**config.mk**
```make
export PLATFORM = sky130hd
export DESIGN_NAME = offset_stream_dec
export DESIGN_NICKNAME = d
export VERILOG_FILES = /design/src/rtl/offset_stream_dec.sv
export SDC_FILE = /design/constraint.sdc
export NUM_CORES = 1
export LEC_CHECK = 0
export BUFFER_PORTS_ARGS = -buffer_cell sky130_fd_sc_hd__buf_2
export CAP_MARGIN = 10
export CORE_MARGIN = 2
export CORE_UTILIZATION = 55
export CTS_CLUSTER_SIZE = 28
export DETAILED_ROUTE_END_ITERATION = 6
export HOLD_SLACK_MARGIN = 0.15
export PLACE_DENSITY = 0.92
export SLEW_MARGIN = 40
export SYNTH_ARGS = -nofsm -noshare
export SYNTH_HDL_FRONTEND = slang
export SYNTH_SLANG_ARGS = --single-unit
```
**constraint.sdc**
```tcl
create_clock -name clk -period 2.9 [get_ports clk]
set_input_delay 0 -clock clk [delete_from_list [all_inputs] [get_ports clk]]
set_output_delay 0 -clock clk [all_outputs]
set_load 0.02 [all_outputs]
```
**src/rtl/offset_stream_dec.sv**
```systemverilog
`default_nettype none
// ============================================================================
// Module   : offset_stream_dec
// Purpose  : Receive side of the rolling-offset link. Each incoming beat has
//            the rolling key added to it by the transmitter (data + K). This
//            block subtracts the key (mod 2^N). It then hands the original
//            word downstream over valid/ready through a 2-entry skid buffer.
//            The skid buffer keeps in_ready free of any combinational path
//            from out_ready.
// Revision : 1.0 - initial release
// ----------------------------------------------------------------------------
// Parameters:
//   N        - data and key width in bits
//   STEP     - key increment after each accepted non-last beat (mod 2^N)
//   KEY_INIT - key value after reset and after each packet end
// Ports:
//   clk        in   1  single clock, rising edge
//   resetn     in   1  synchronous active-low reset
//   in_valid   in   1  encoded beat present
//   in_ready   out  1  block can accept a beat (registered state only)
//   in_data    in   N  encoded word (data + key)
//   in_last    in   1  final beat of packet
//   key_load   in   1  overwrite the rolling key
//   key_value  in   N  value for key_load
//   out_valid  out  1  decoded beat present
//   out_ready  in   1  consumer accepts the beat
//   out_data   out  N  decoded word
//   out_last   out  1  in_last carried with the beat
//   dbg_plain  in   N  plaintext of the current input beat (debug builds only)
// Optional build macro:
//   OFFSET_STREAM_DEC_ASSERT_EN - adds protocol assertions, the dbg_plain
//   port, and an end-to-end decode self-check. Behaviour is otherwise
//   identical.
// ============================================================================
module offset_stream_dec #(
    parameter int unsigned N        = 4,
    parameter int unsigned STEP     = 1,
    parameter int unsigned KEY_INIT = 0
) (
    input  logic         clk,
    input  logic         resetn,
    input  logic         in_valid,
    output logic         in_ready,
    input  logic [N-1:0] in_data,
    input  logic         in_last,
    input  logic         key_load,
    input  logic [N-1:0] key_value,
    output logic         out_valid,
    input  logic         out_ready,
    output logic [N-1:0] out_data,
    output logic         out_last
`ifdef OFFSET_STREAM_DEC_ASSERT_EN
    ,
    input  logic [N-1:0] dbg_plain
`endif
);

    localparam logic [1:0]   C_CNT_EMPTY = 2'd0;
    localparam logic [1:0]   C_CNT_ONE   = 2'd1;
    localparam logic [1:0]   C_CNT_FULL  = 2'd2;
    localparam logic [N-1:0] C_KEY_INIT  = N'(KEY_INIT);
    localparam logic [N-1:0] C_STEP      = N'(STEP);

    // ------------------------------------------------------------------
    // State
    // ------------------------------------------------------------------
    logic [N-1:0] key_q,       key_d;
    logic [1:0]   count_q,     count_d;
    logic [N-1:0] head_data_q, head_data_d;
    logic         head_last_q, head_last_d;
    logic [N-1:0] tail_data_q, tail_data_d;
    logic         tail_last_q, tail_last_d;

    logic         w_accept;
    logic         w_pop;
    logic [N-1:0] w_dec;

    // Handshake outputs come purely from registered state.
    assign in_ready  = (count_q != C_CNT_FULL);
    assign out_valid = (count_q != C_CNT_EMPTY);
    assign out_data  = head_data_q;
    assign out_last  = head_last_q;

    assign w_accept = in_valid && in_ready;
    assign w_pop    = out_valid && out_ready;

    // Subtraction truncates to N bits, so the key wraps mod 2^N. A beat
    // always decodes with the key that was current before this edge, even
    // when key_load rewrites the key on the same edge.
    assign w_dec = in_data - key_q;

    // ------------------------------------------------------------------
    // Next-state logic
    // ------------------------------------------------------------------
    always_comb begin
        key_d       = key_q;
        count_d     = count_q;
        head_data_d = head_data_q;
        head_last_d = head_last_q;
        tail_data_d = tail_data_q;
        tail_last_d = tail_last_q;

        // Skid buffer. When the buffer drains, the head keeps its last value,
        // so out_data holds steady while out_valid is low.
        case (count_q)
            C_CNT_EMPTY: begin
                if (w_accept) begin
                    head_data_d = w_dec;
                    head_last_d = in_last;
                    count_d     = C_CNT_ONE;
                end
            end
            C_CNT_ONE: begin
                if (w_accept && w_pop) begin
                    // The head leaves and the new beat replaces it directly.
                    head_data_d = w_dec;
                    head_last_d = in_last;
                end else if (w_accept) begin
                    tail_data_d = w_dec;
                    tail_last_d = in_last;
                    count_d     = C_CNT_FULL;
                end else if (w_pop) begin
                    count_d     = C_CNT_EMPTY;
                end
            end
            default: begin
                // Full: in_ready is low, so only a pop can happen here.
                if (w_pop) begin
                    head_data_d = tail_data_q;
                    head_last_d = tail_last_q;
                    count_d     = C_CNT_ONE;
                end
            end
        endcase

        // Key sequencing. An explicit load takes precedence over the
        // per-beat update and discards it.
        if (key_load) begin
            key_d = key_value;
        end else if (w_accept) begin
            if (in_last) begin
                key_d = C_KEY_INIT;
            end else begin
                key_d = key_q + C_STEP;
            end
        end
    end

    // ------------------------------------------------------------------
    // Registers
    // ------------------------------------------------------------------
    always_ff @(posedge clk) begin
        if (!resetn) begin
            key_q       <= C_KEY_INIT;
            count_q     <= C_CNT_EMPTY;
            head_data_q <= '0;
            head_last_q <= 1'b0;
            tail_data_q <= '0;
            tail_last_q <= 1'b0;
        end else begin
            key_q       <= key_d;
            count_q     <= count_d;
            head_data_q <= head_data_d;
            head_last_q <= head_last_d;
            tail_data_q <= tail_data_d;
            tail_last_q <= tail_last_d;
        end
    end

`ifdef OFFSET_STREAM_DEC_ASSERT_EN
    // ------------------------------------------------------------------
    // Debug self-checks
    // ------------------------------------------------------------------
    // stall_q records that the previous edge saw a stalled output beat. The
    // out_* values seen then must still be present now.
    logic         stall_q;
    logic [N-1:0] stall_data_q;
    logic         stall_last_q;
    // Shadow FIFO of plaintexts. It tracks the real buffer entry for entry,
    // so each popped word can be compared with what was originally sent.
    logic [N-1:0] sh_head_q;
    logic [N-1:0] sh_tail_q;

    always_ff @(posedge clk) begin
        if (!resetn) begin
            stall_q      <= 1'b0;
            stall_data_q <= '0;
            stall_last_q <= 1'b0;
            sh_head_q    <= '0;
            sh_tail_q    <= '0;
        end else begin
            assert (count_q <= C_CNT_FULL);
            assert (in_ready == (count_q != C_CNT_FULL));
            assert (!w_pop || out_valid);
            if (stall_q) begin
                assert (out_data == stall_data_q);
                assert (out_last == stall_last_q);
            end
            if (w_accept) begin
                assume (in_data == N'(dbg_plain + key_q));
            end
            if (w_pop) begin
                assert (out_data == sh_head_q);
            end

            stall_q      <= out_valid && !out_ready;
            stall_data_q <= out_data;
            stall_last_q <= out_last;

            case (count_q)
                C_CNT_EMPTY: begin
                    if (w_accept) sh_head_q <= dbg_plain;
                end
                C_CNT_ONE: begin
                    if (w_accept && w_pop) sh_head_q <= dbg_plain;
                    else if (w_accept)     sh_tail_q <= dbg_plain;
                end
                default: begin
                    if (w_pop) sh_head_q <= sh_tail_q;
                end
            endcase
        end
    end
`endif

endmodule
`default_nettype wire

```
Yosys cells after proc, flatten, opt, wreduce, memory -nomap -nowiden
Index checks and enable logic that the tools add are counted.
{ "totals": {"reg_bits": 16, "in_bits": 14, "out_inout_bits": 7, "word_cells": 42} }
{ "classes": {"add_sub_neg": 2, "eq_ne": 6, "n_mux": 17, "bitwise": 1, "reduce_logical": 10} }
{ "op_table": {"columns": ["cell", "count"], "rows": [
  ["$mux 4", 6],
  ["$mux 2", 5],
  ["$ne 2x2->1 const B", 4],
  ["$pmux 4 s2", 1],
  ["$reduce_and 3->1", 2],
  ["$add 4x1->4 const B", 1],
  ["$pmux 2 s2", 1],
  ["$reduce_and 4->1", 1],
  ["$reduce_bool 2->1", 2],
  ["$sub 4x4->4", 1],
  ["$logic_and 1x1->1", 3],
  ["$mux 1", 3],
  ["$ne 3x3->1 const B", 1],
  ["$reduce_bool 3->1", 1],
  ["$eq 2x1->1 const B", 1],
  ["$logic_not 2->1", 1],
  ["$pmux 1 s2", 1],
  ["$not 1->1", 1]
]} }

Logic depth before layout (Yosys ltp)
Gate-level depths: netlist of run 1.
{ "logic_depth": {"ltp_word": 6, "depth_mapped": 8, "mapped_depth_nobuf": 8} }

Worst setup path after synthesis of run 1
Ideal clock, no wire load.
{ "synth_timing": {"kind": "flip-flop to flip-flop", "start": "register key_q[0]", "end": "register head_data_q[2] (netlist: out_data[2])", "setup_time_ns": 0.128, "arrival_ns": 1.361, "required_time_ns": 2.772, "slack_ns": 1.411, "stages_incl_launch_ff": 8, "n_path_buf": 0, "synth_period_minus_slack_ns": 1.489, "path_cell_list": "dfxtp_1 > ha_1 > inv_1 > fa_1 > xnor2_1 > o21ai_0 > mux2i_1 > nor2_1"} }
{ "synth_via": {"elab_chain_cells": 3, "word_cells_on_any_way": 4, "classes_between": "1 x add/sub; 3 x mux"} }
{ "synth_lines": {"columns": ["item", "line_no", "text"], "rows": [
  ["start, declared", "67", "logic [N-1:0] key_q, key_d;"],
  ["start signal, assigned", "161", "key_q <= key_d;"],
  ["$sub 4x4->4 (*)", "90", "assign w_dec = in_data - key_q;"],
  ["$mux 4 (on tied branches)", "114, 107", null],
  ["$pmux 4 s2 (*)", "105", "case (count_q)"],
  ["end signal, assigned", "163", "head_data_q <= head_data_d;"],
  ["end, declared", "69", "logic [N-1:0] head_data_q, head_data_d;"]
]} }
Every way passes the cells marked *; elsewhere a longest branch is shown, timed or not. The select of a mux whose other input is x is not followed.
A chain may end at the register's enable or synchronous reset.

Final worst setup path of run 1
{ "layout_timing": {"start": "register count_q[1]", "end": "register head_data_q[3] (netlist: out_data[3])"} }
{ "layout_via": {"elab_chain_cells": 5, "word_cells_on_any_way": 12, "classes_between": "4 x eq/ne; 1 x mux; 7 x reduce/logical"} }
{ "layout_lines": {"columns": ["item", "line_no", "text"], "rows": [
  ["start, declared", "68", "logic [1:0] count_q, count_d;"],
  ["start signal, assigned", "162", "count_q <= count_d;"],
  ["$ne 2x2->1 / $reduce_bool 2->1 (equally long branches)", "79, 80", null],
  ["$logic_and 1x1->1 (on tied branches)", "84, 85", null],
  ["$logic_and 1x1->1", "114", "if (w_accept && w_pop) begin"],
  ["$ne 2x2->1 (no line)", null, null],
  ["$reduce_and 3->1 (no line)", null, null]
]} }
Parallel ways exist; a longest one is shown, timed or not.

==> out/results.md, run 1 <==
## Floorplanning
- 21 — number of ports placed on the die boundary
- 1928 um2 — die outline area
- 14 — standard-cell row count
- 58.14% — effective utilization at floorplan
- 43.91 um — chip width
- 1506 um2 — core footprint
- 43.91 um — Die Span Y

## Setup path
- flip-flop — startpoint type of the worst setup path
- out_data[3] — reg2reg end
- 0.70 ns — slowest cell delay on critical path
- flip-flop to flip-flop — Worst Setup Path Type
- count_q[1] — worst r2r src
- 2.24 ns — data arrival at the endpoint of the critical path
- nor2_1 -> o22a_1 -> o211ai_1 -> dlygate4sd3_1 -> a31oi_1 — list of cells traversed by the critical path
- flip-flop — Critical Path End Type
- 14 — maximum net fanout on the critical path
- sky130_fd_sc_hd__dfxtp_1 — Max stage delay cell, worst path
- 0.83 ns — Worst R2R Setup Slack
- 5 — Register-to-Register Path Depth
- 3.07 ns — CP Data Required Time

## Global routing
- 0 — antenna violations before repair
- 24.14% — total global routing track utilization
- 15 — pin count of the biggest net entering global routing
- 3408 um — global-route wire length before repair
- 792 — number of global-route vias before repair
- 0 — overflow left after global routing

## Timing
- 0.1752 ns — hold slack
- 0 — final setup violating endpoints
- 0.4834 GHz — Fmax achieved
- 60.96% — remaining max-slew budget at the tightest pin
- 0 — Max Transition Viols Final
- 0 — hold violation total from the final report
- 0.5848 ns — transition at the pin with the smallest max-transition slack
- 0 ns — final sum of negative setup slack
- 0.001013 ns — worst clock skew
- 2.069 ns — crit path time final
- 71.34% — final clock period utilization by the worst path
- no — setup repair after global routing missed its margin

## Logic synthesis
- 102 — post-synthesis cell count
- 16 — Synth Register Bits
- 875.8 um2 — area of the mapped netlist
- 28 — distinct cell type count after synthesis
- sky130_fd_sc_hd__dfxtp_1 — most frequently used flop master after synthesis
- 121 — number of nets in the synthesized netlist
- 0 — number of flops mapped to enable cells by yosys
- 36.57% — proportion of synthesized chip area in sequential cells
- 8.587 um2 — synthesized area divided by synthesized cell count
- 0% — FFs w/ async S/R, synth
- 0 — number of synthesis warnings

## Power
- 0.4973 nW — LEAKAGE
- 0.5178 mW — total design power
- 443.6 nW/um2 — power density over the cells
- 0.0002727 V — maximum ir drop on the vdd rail

## Layout
- sky130_fd_sc_hd__buf_2 (20), sky130_fd_sc_hd__dfxtp_1 (16), sky130_fd_sc_hd__dlygate4sd3_1 (16) — leading cell types in the layout, fill and taps excluded
- sky130_fd_sc_hd__buf_2 — most common cell after layout, fill and taps aside
- 0 — Ant. Diodes
- 158 — number of nets in the finished design
- 20.29% — proportion of layout cells with a drive suffix above 1
- 98 — count of filler cells inserted in the layout
- 33.29% — Syn-to-layout area delta
- 1167 um2 — final design area excluding fillers

## Min path
- in_valid — startpoint of the most critical hold path
- primary input to flip-flop — HP Class
- 3 — worst hold stages
- count_q[0] — Worst Hold End

## Drt
- 0 — Detail Route Antenna Nets
- 5.383 — per-cell via count in the routed design
- 829 — total number of vias
- 20 — first-iteration detailed-routing DRC count
- 13.40 um — WL/cell
- 0 — number of remaining DRC errors
- 4 — total iterations of the first detailed-routing run
- 2064 um — final wirelength

## Placed design
- 970.9 um2 — Placement Cell Area
- 0.8053 — final estimated routing congestion in global placement
- 1419 um — Final HPWL DP
- 20 — PortBufs

## Clock tree
- 16 — clock sink count
- 0.10 ns — Clock transition at path regs
- 2 — Clock Path Buffers
- 0.29 ns — Clock Latency Late Sink
- 3 — number of buffers created by CTS
- 0 — Setup Fix Bufs, Post-CTS
- sky130_fd_sc_hd__clkbuf_4 — master cell of the clock root buffer
- 1 — H-Tree Depth
- done — clock tree from TritonCTS

## Job
- 0 — Max Cap Viol

## Run status
- finished, final reports clean — outcome

==> Yosys cell counts (2+ instances only) <==
cell type	n	share of area (%)
sky130_fd_sc_hd__nand3_1	3	1.7
sky130_fd_sc_hd__mux2i_1	6	6.9
sky130_fd_sc_hd__a31oi_1	4	2.9
sky130_fd_sc_hd__buf_2	2	1.1
sky130_fd_sc_hd__inv_1	9	3.9
sky130_fd_sc_hd__o21ai_0	5	2.9
sky130_fd_sc_hd__a211oi_1	4	3.4
sky130_fd_sc_hd__nand2_1	9	3.9
sky130_fd_sc_hd__xnor2_1	4	4.0
sky130_fd_sc_hd__nand4_1	3	2.1
sky130_fd_sc_hd__a21oi_1	2	1.1
sky130_fd_sc_hd__nor2_1	15	6.4
sky130_fd_sc_hd__dfxtp_1	16	37
sky130_fd_sc_hd__nand3b_1	3	2.6
sky130_fd_sc_hd__ha_1	4	5.7
==> layout make-up <==
type | count | area (um2) | area share (%)
Clock buffer | 4 | 36.28 | 3.108
Inverter | 9 | 33.78 | 2.894
Multi-Input combinational cell | 73 | 496.7 | 42.55
Sequential cell | 16 | 320.3 | 27.44
Tap cell | 16 | 20.02 | 1.715
Timing Repair Buffer | 36 | 260.3 | 22.29
==> report_power, final <==
part           leakage [nW]  total, mW  internal, mW  switching, mW
clock network        0.0210      0.151        0.0765         0.0741
logic                 0.345      0.122        0.0589         0.0627
registers             0.131      0.246         0.234         0.0114
total                 0.497      0.518         0.370          0.148
==> critical path, delay by kind of cell, from the launching register on <==
family	cells	cell delay [ns]
DFF	1	0.70
AOI/OAI and AO/OA	3	0.54
buffers and inverters	1	0.57
and+or+nand+nor	1	0.15
==> what timing repair did <==
item | 4_1_cts | 5_1_grt
hold buffers | 16 | 0
resized for setup | 0 | 0
endpoints found under the setup margin | 0 | 0
endpoints found under the hold margin | 11 | 0
==> cells by family after synthesis <==
| kind of cell | Yosys count | synth area share (%) |
|---|---|---|
| flip-flops | 16 | 36.57 |
| adder cells (fa/ha/maj) | 5 | 8.000 |
| XOR/XNOR | 5 | 5.000 |
| buffers and inverters | 13 | 6.714 |
| multiplexers | 6 | 6.857 |
| AO/OA/AOI/OAI | 19 | 14.57 |
| AND/OR/NAND/NOR | 38 | 22.28 |
==> worst max path at each step <==
| stage | start | to | slack, ns | depth (start not counted) |
|---|---|---|---|---|
| 6_report | count_q[1] | out_data[3] | 0.83 | 5 |
| 5_1_grt | count_q[1] | out_data[3] | 0.71 | 5 |
| 4_1_cts | count_q[1] | out_data[3] | 0.84 | 5 |
| 3_5_place_dp | key_q[0] | out_data[2] | 1.28 | 7 |
| 3_3_place_gp | key_q[0] | out_data[2] | 1.34 | 7 |
| 2_1_floorplan | key_q[0] | out_data[2] | 1.41 | 7 |
==> per-layer routing <==
metal,wire length (um),up-vias,track usage (%)
li1,-,424,-
met1,840,375,27.34
met2,1135,26,45.00
met4,20,0,8.485
met5,0,-,0
met3,67,4,3.750
==> metrics by stage <==
| stage | cells | setup WS, ns | utilization, % |
|---|---|---|---|
| global route | 154 | 0.7130 | 77.49 |
| detailed placement | 134 | 1.278 | 64.45 |
| CTS | 154 | 0.8425 | 77.49 |
| finish | 154 | 0.8313 | 77.49 |
| global placement | 134 | 1.344 | 64.45 |
| floorplan | 102 | 1.411 | - |
==> registers in the layout, indices dropped and copies added, names as in the netlist <==
signal	flops
key_q	4
out_data	4
tail_data_q	4
count_q	2
out_last	1
tail_last_q	1
Power figures use the tool's default switching activity.
==> inputs of run 2 (changes only) <==
Settings changed: ABC_AREA set to 1, CORE_UTILIZATION 55 to 46, PLACE_DENSITY 0.92 to 0.83.
Clock period 2.9 ns to 1.9 ns, I/O delays scaled along.
==> out/results.md, run 2 <==
## Clock tree
- 2 — Clock Path Buffers, unchanged
- done — clock tree from TritonCTS
- 0.28 ns — Clock Latency Late Sink, about the same
- 3 — number of buffers created by CTS, unchanged
- 1 — H-Tree Depth, unchanged
- 0.10 ns — Clock transition at path regs, about the same
- sky130_fd_sc_hd__clkbuf_4 — master cell of the clock root buffer
- 16 — clock sink count, unchanged

## Setup path
- sky130_fd_sc_hd__dlygate4sd3_1 — Max stage delay cell, worst path
- 14 — maximum net fanout on the critical path, unchanged
- flip-flop — Critical Path End Type
- nor2_1 -> nand3_2 -> inv_2 -> o21ai_0 -> a21oi_1 -> dlygate4sd3_1 — list of cells traversed by the critical path
- flip-flop — startpoint type of the worst setup path
- buffers and inverters — Worst path top cell family by delay
- 2.13 ns — CP Data Required Time, -0.94 ns
- 2 — combined buffer and inverter count along the critical path, +1
- 1.98 ns — data arrival at the endpoint of the critical path, -0.26 ns
- flip-flop to flip-flop — Worst Setup Path Type
- 0.55 ns — slowest cell delay on critical path, -0.15 ns

## Logic synthesis
- 19 — distinct cell type count after synthesis, -32%
- 35.51% — share of Yosys cell area claimed by the top area cell type, -1.1 points
- 0% — FFs w/ async S/R, synth, unchanged
- 138 — post-synthesis cell count, +35%
- 0 — number of flops mapped to enable cells by yosys, unchanged
- 6.537 um2 — synthesized area divided by synthesized cell count, -24%
- sky130_fd_sc_hd__nand2_1 (39), sky130_fd_sc_hd__nor2_1 (21), sky130_fd_sc_hd__inv_1 (17) — cell types with the highest counts after synthesis
- sky130_fd_sc_hd__nand2_1 — dominant cell by count in the synthesized netlist
- 902.1 um2 — area of the mapped netlist, +3.0%
- 16 — Synth Register Bits, unchanged
- 35.51% — proportion of synthesized chip area in sequential cells, -1.1 points
- sky130_fd_sc_hd__dfxtp_1 — cell type contributing the most total cell area after synthesis
- 157 — number of nets in the synthesized netlist, +30%
- 0 — number of synthesis warnings, unchanged
- sky130_fd_sc_hd__dfxtp_1 (36%), sky130_fd_sc_hd__nand2_1 (16%), sky130_fd_sc_hd__nor2_1 (8.7%), sky130_fd_sc_hd__o21ai_0 (7.8%), sky130_fd_sc_hd__inv_1 (7.1%) — top cells by area, synth
- sky130_fd_sc_hd__dfxtp_1 — most frequently used flop master after synthesis

## Timing
- 91.71% — final clock period utilization by the worst path, +20 points
- 0 — Max Transition Viols Final, unchanged
- 0 — hold violation total from the final report, unchanged
- no — setup repair after global routing missed its margin
- 0.5739 GHz — Fmax achieved, +19%
- 83.83% — remaining max-slew budget at the tightest pin, +23 points
- 1.743 ns — crit path time final, -0.3261 ns
- 0.0004805 ns — worst clock skew, -0.0005324 ns
- 0 — final setup violating endpoints, unchanged
- 0 ns — final sum of negative setup slack, unchanged
- 0.2426 ns — transition at the pin with the smallest max-transition slack, -0.3422 ns

## Power
- 664.5 nW/um2 — power density over the cells, +50%
- 24.6% — share of power burned in combinational logic, +1.1 points
- 0.8006 mW — total design power, +55%
- 30.21% — switch share, +1.6 points
- 47.0% — share of power burned in registers, -0.4 points
- 28.4% — power share of the clock group, -0.7 points
- 0.2419 mW — Switching Power, +63%
- 0.6026 nW — LEAKAGE, +21%
- 0.0003311 V — maximum ir drop on the vdd rail, +21%
- 0.5588 mW — internal power, +51%

## Layout
- sky130_fd_sc_hd__nand2_1 (39), sky130_fd_sc_hd__nor2_1 (21), sky130_fd_sc_hd__buf_2 (20) — leading cell types in the layout, fill and taps excluded
- 0 — Ant. Diodes, unchanged
- 321.6 um2 — register area, +0.39%
- 501.7 um2 — area taken by multi-input logic gates, +1.0%
- 63.36% — final standard cell utilization of the core, -14 points
- sky130_fd_sc_hd__nand2_1 — most common cell after layout, fill and taps aside
- 152 — count of filler cells inserted in the layout, +55%
- 33.57% — Syn-to-layout area delta
- 194 — number of nets in the finished design, +23%
- 17.82% — proportion of layout cells with a drive suffix above 1, -2.5 points
- 201 — fin cells, +31%

## Run status
- finished, final reports clean — outcome

## Drt
- 4 — total iterations of the first detailed-routing run, unchanged
- 0 — number of remaining DRC errors, unchanged
- 1,020 — total number of vias, +23%
- 35 — first-iteration detailed-routing DRC count, +75%
- 11.55 um — WL/cell, -14%
- 0 — Detail Route Antenna Nets, unchanged
- 2322 um — final wirelength, +13%
- 5.075 — per-cell via count in the routed design, -5.7%

## Floorplanning
- 47.43% — effective utilization at floorplan, -11 points
- 2331 um2 — die outline area, +21%
- 48.29 um — Die Span Y, +10%
- 1902 um2 — core footprint, +26%
- 48.29 um — chip width, +10%
- 16 — standard-cell row count, +2
- 21 — number of ports placed on the die boundary, unchanged

## Placed design
- 1527 um — Final HPWL DP, +7.6%
- 0.7908 — final estimated routing congestion in global placement, -1.8%
- 183 — cell count after placement, +37%
- 20 — PortBufs, unchanged

## Global routing
- 21.54% — total global routing track utilization, -2.6 points
- 3470 um — global-route wire length before repair, +1.8%
- 0 — overflow left after global routing, unchanged
- 875 — number of global-route vias before repair, +10%
- 0 — antenna violations before repair, unchanged
- 15 — pin count of the biggest net entering global routing, unchanged

## Job
- 0 — Max Cap Viol, unchanged

## Min path
- primary input to flip-flop — HP Class

## run 2: cell types whose count changed after synthesis, sizes merged, moves of 5 or more
cell / delta
nand2: +30
inv: +10
a21oi: +9
o21ai: +9
mux2i: -6
nor2: +5
## run 2: worst reg2reg max path, stage by stage (launching register included)
cell and delay [ns]:
sky130_fd_sc_hd__dfxtp_2 0.41, sky130_fd_sc_hd__nor2_1 0.20, sky130_fd_sc_hd__nand3_2 0.12, sky130_fd_sc_hd__inv_2 0.15
sky130_fd_sc_hd__o21ai_0 0.12, sky130_fd_sc_hd__a21oi_1 0.14, sky130_fd_sc_hd__dlygate4sd3_1 0.55
## run 2: layout make-up
cell class / count / area share (%)
Clock buffer: 4 / 3.011
Timing Repair Buffer: 34 / 19.94
Inverter: 19 / 5.919
Tap cell: 27 / 2.804
Sequential cell: 16 / 26.69
Multi-Input combinational cell: 101 / 41.64
## run 2: routing by layer
| metal | global-route usage (%) | up-vias | wire length, um |
|---|---|---|---|
| li1 | - | 510 | - |
| met1 | 23.92 | 459 | 962 |
| met2 | 38.95 | 47 | 1179 |
| met3 | 4.444 | 4 | 154 |
| met4 | 9.730 | 0 | 25 |
| met5 | 0 | - | 0 |
## run 2: worst paths after layout
check	from	to	slack, ns	cells after the start
hold reg to reg	tail_data_q[1]	tail_data_q[1]	0.51	2
setup reg to reg	count_q[1]	tail_last_q	0.16	6
hold / removal	in_data[2]	tail_data_q[2]	0.21	4
setup / recovery	count_q[1]	tail_last_q	0.16	6
## run 2: logic make-up (layout without fill, tap and decap cells)
group                    Yosys count  count (layout)  share of synthesized area (%)
AO/OA/AOI/OAI                     26              26                          15.95
XOR/XNOR                           1               1                         0.9711
adder cells (fa/ha/maj)            5               5                          7.767
buffers and inverters             21              57                          8.876
flip-flops                        16              16                          35.51
AND/OR/NAND/NOR                   69              69                          30.93
## run 2: power groups by stage
stage / Combinational [mW] / Clock [mW] / Sequential (mW)
2_1_floorplan: 0.105 / 0 / 0.393
3_3_place_gp: 0.164 / 0 / 0.382
3_5_place_dp: 0.170 / 0 / 0.383
4_1_cts: 0.192 / 0.230 / 0.375
5_1_grt: 0.221 / 0.246 / 0.379
6_report: 0.197 / 0.227 / 0.376
## run 2: repair_timing
action	in CTS	in global routing
hold endpoints to repair	15	0
resized for setup	0	1
hold buffers	14	0
setup endpoints to repair	0	1
setup buffers	0	0
## run 2: metrics by stage
step | setup slack [ns] | hold slack (ns) | instance area [um2]
final | 0.1574 | 0.2112 | 1205
after global routing | 0.1025 | 0.2229 | 1205
after CTS | 0.1012 | 0.1885 | 1204
after detailed placement | 0.3527 | 0.2975 | 1027
after global placement | 0.4061 | 0.2909 | 1027
after floorplan | 0.4680 | 0.1624 | 902.1
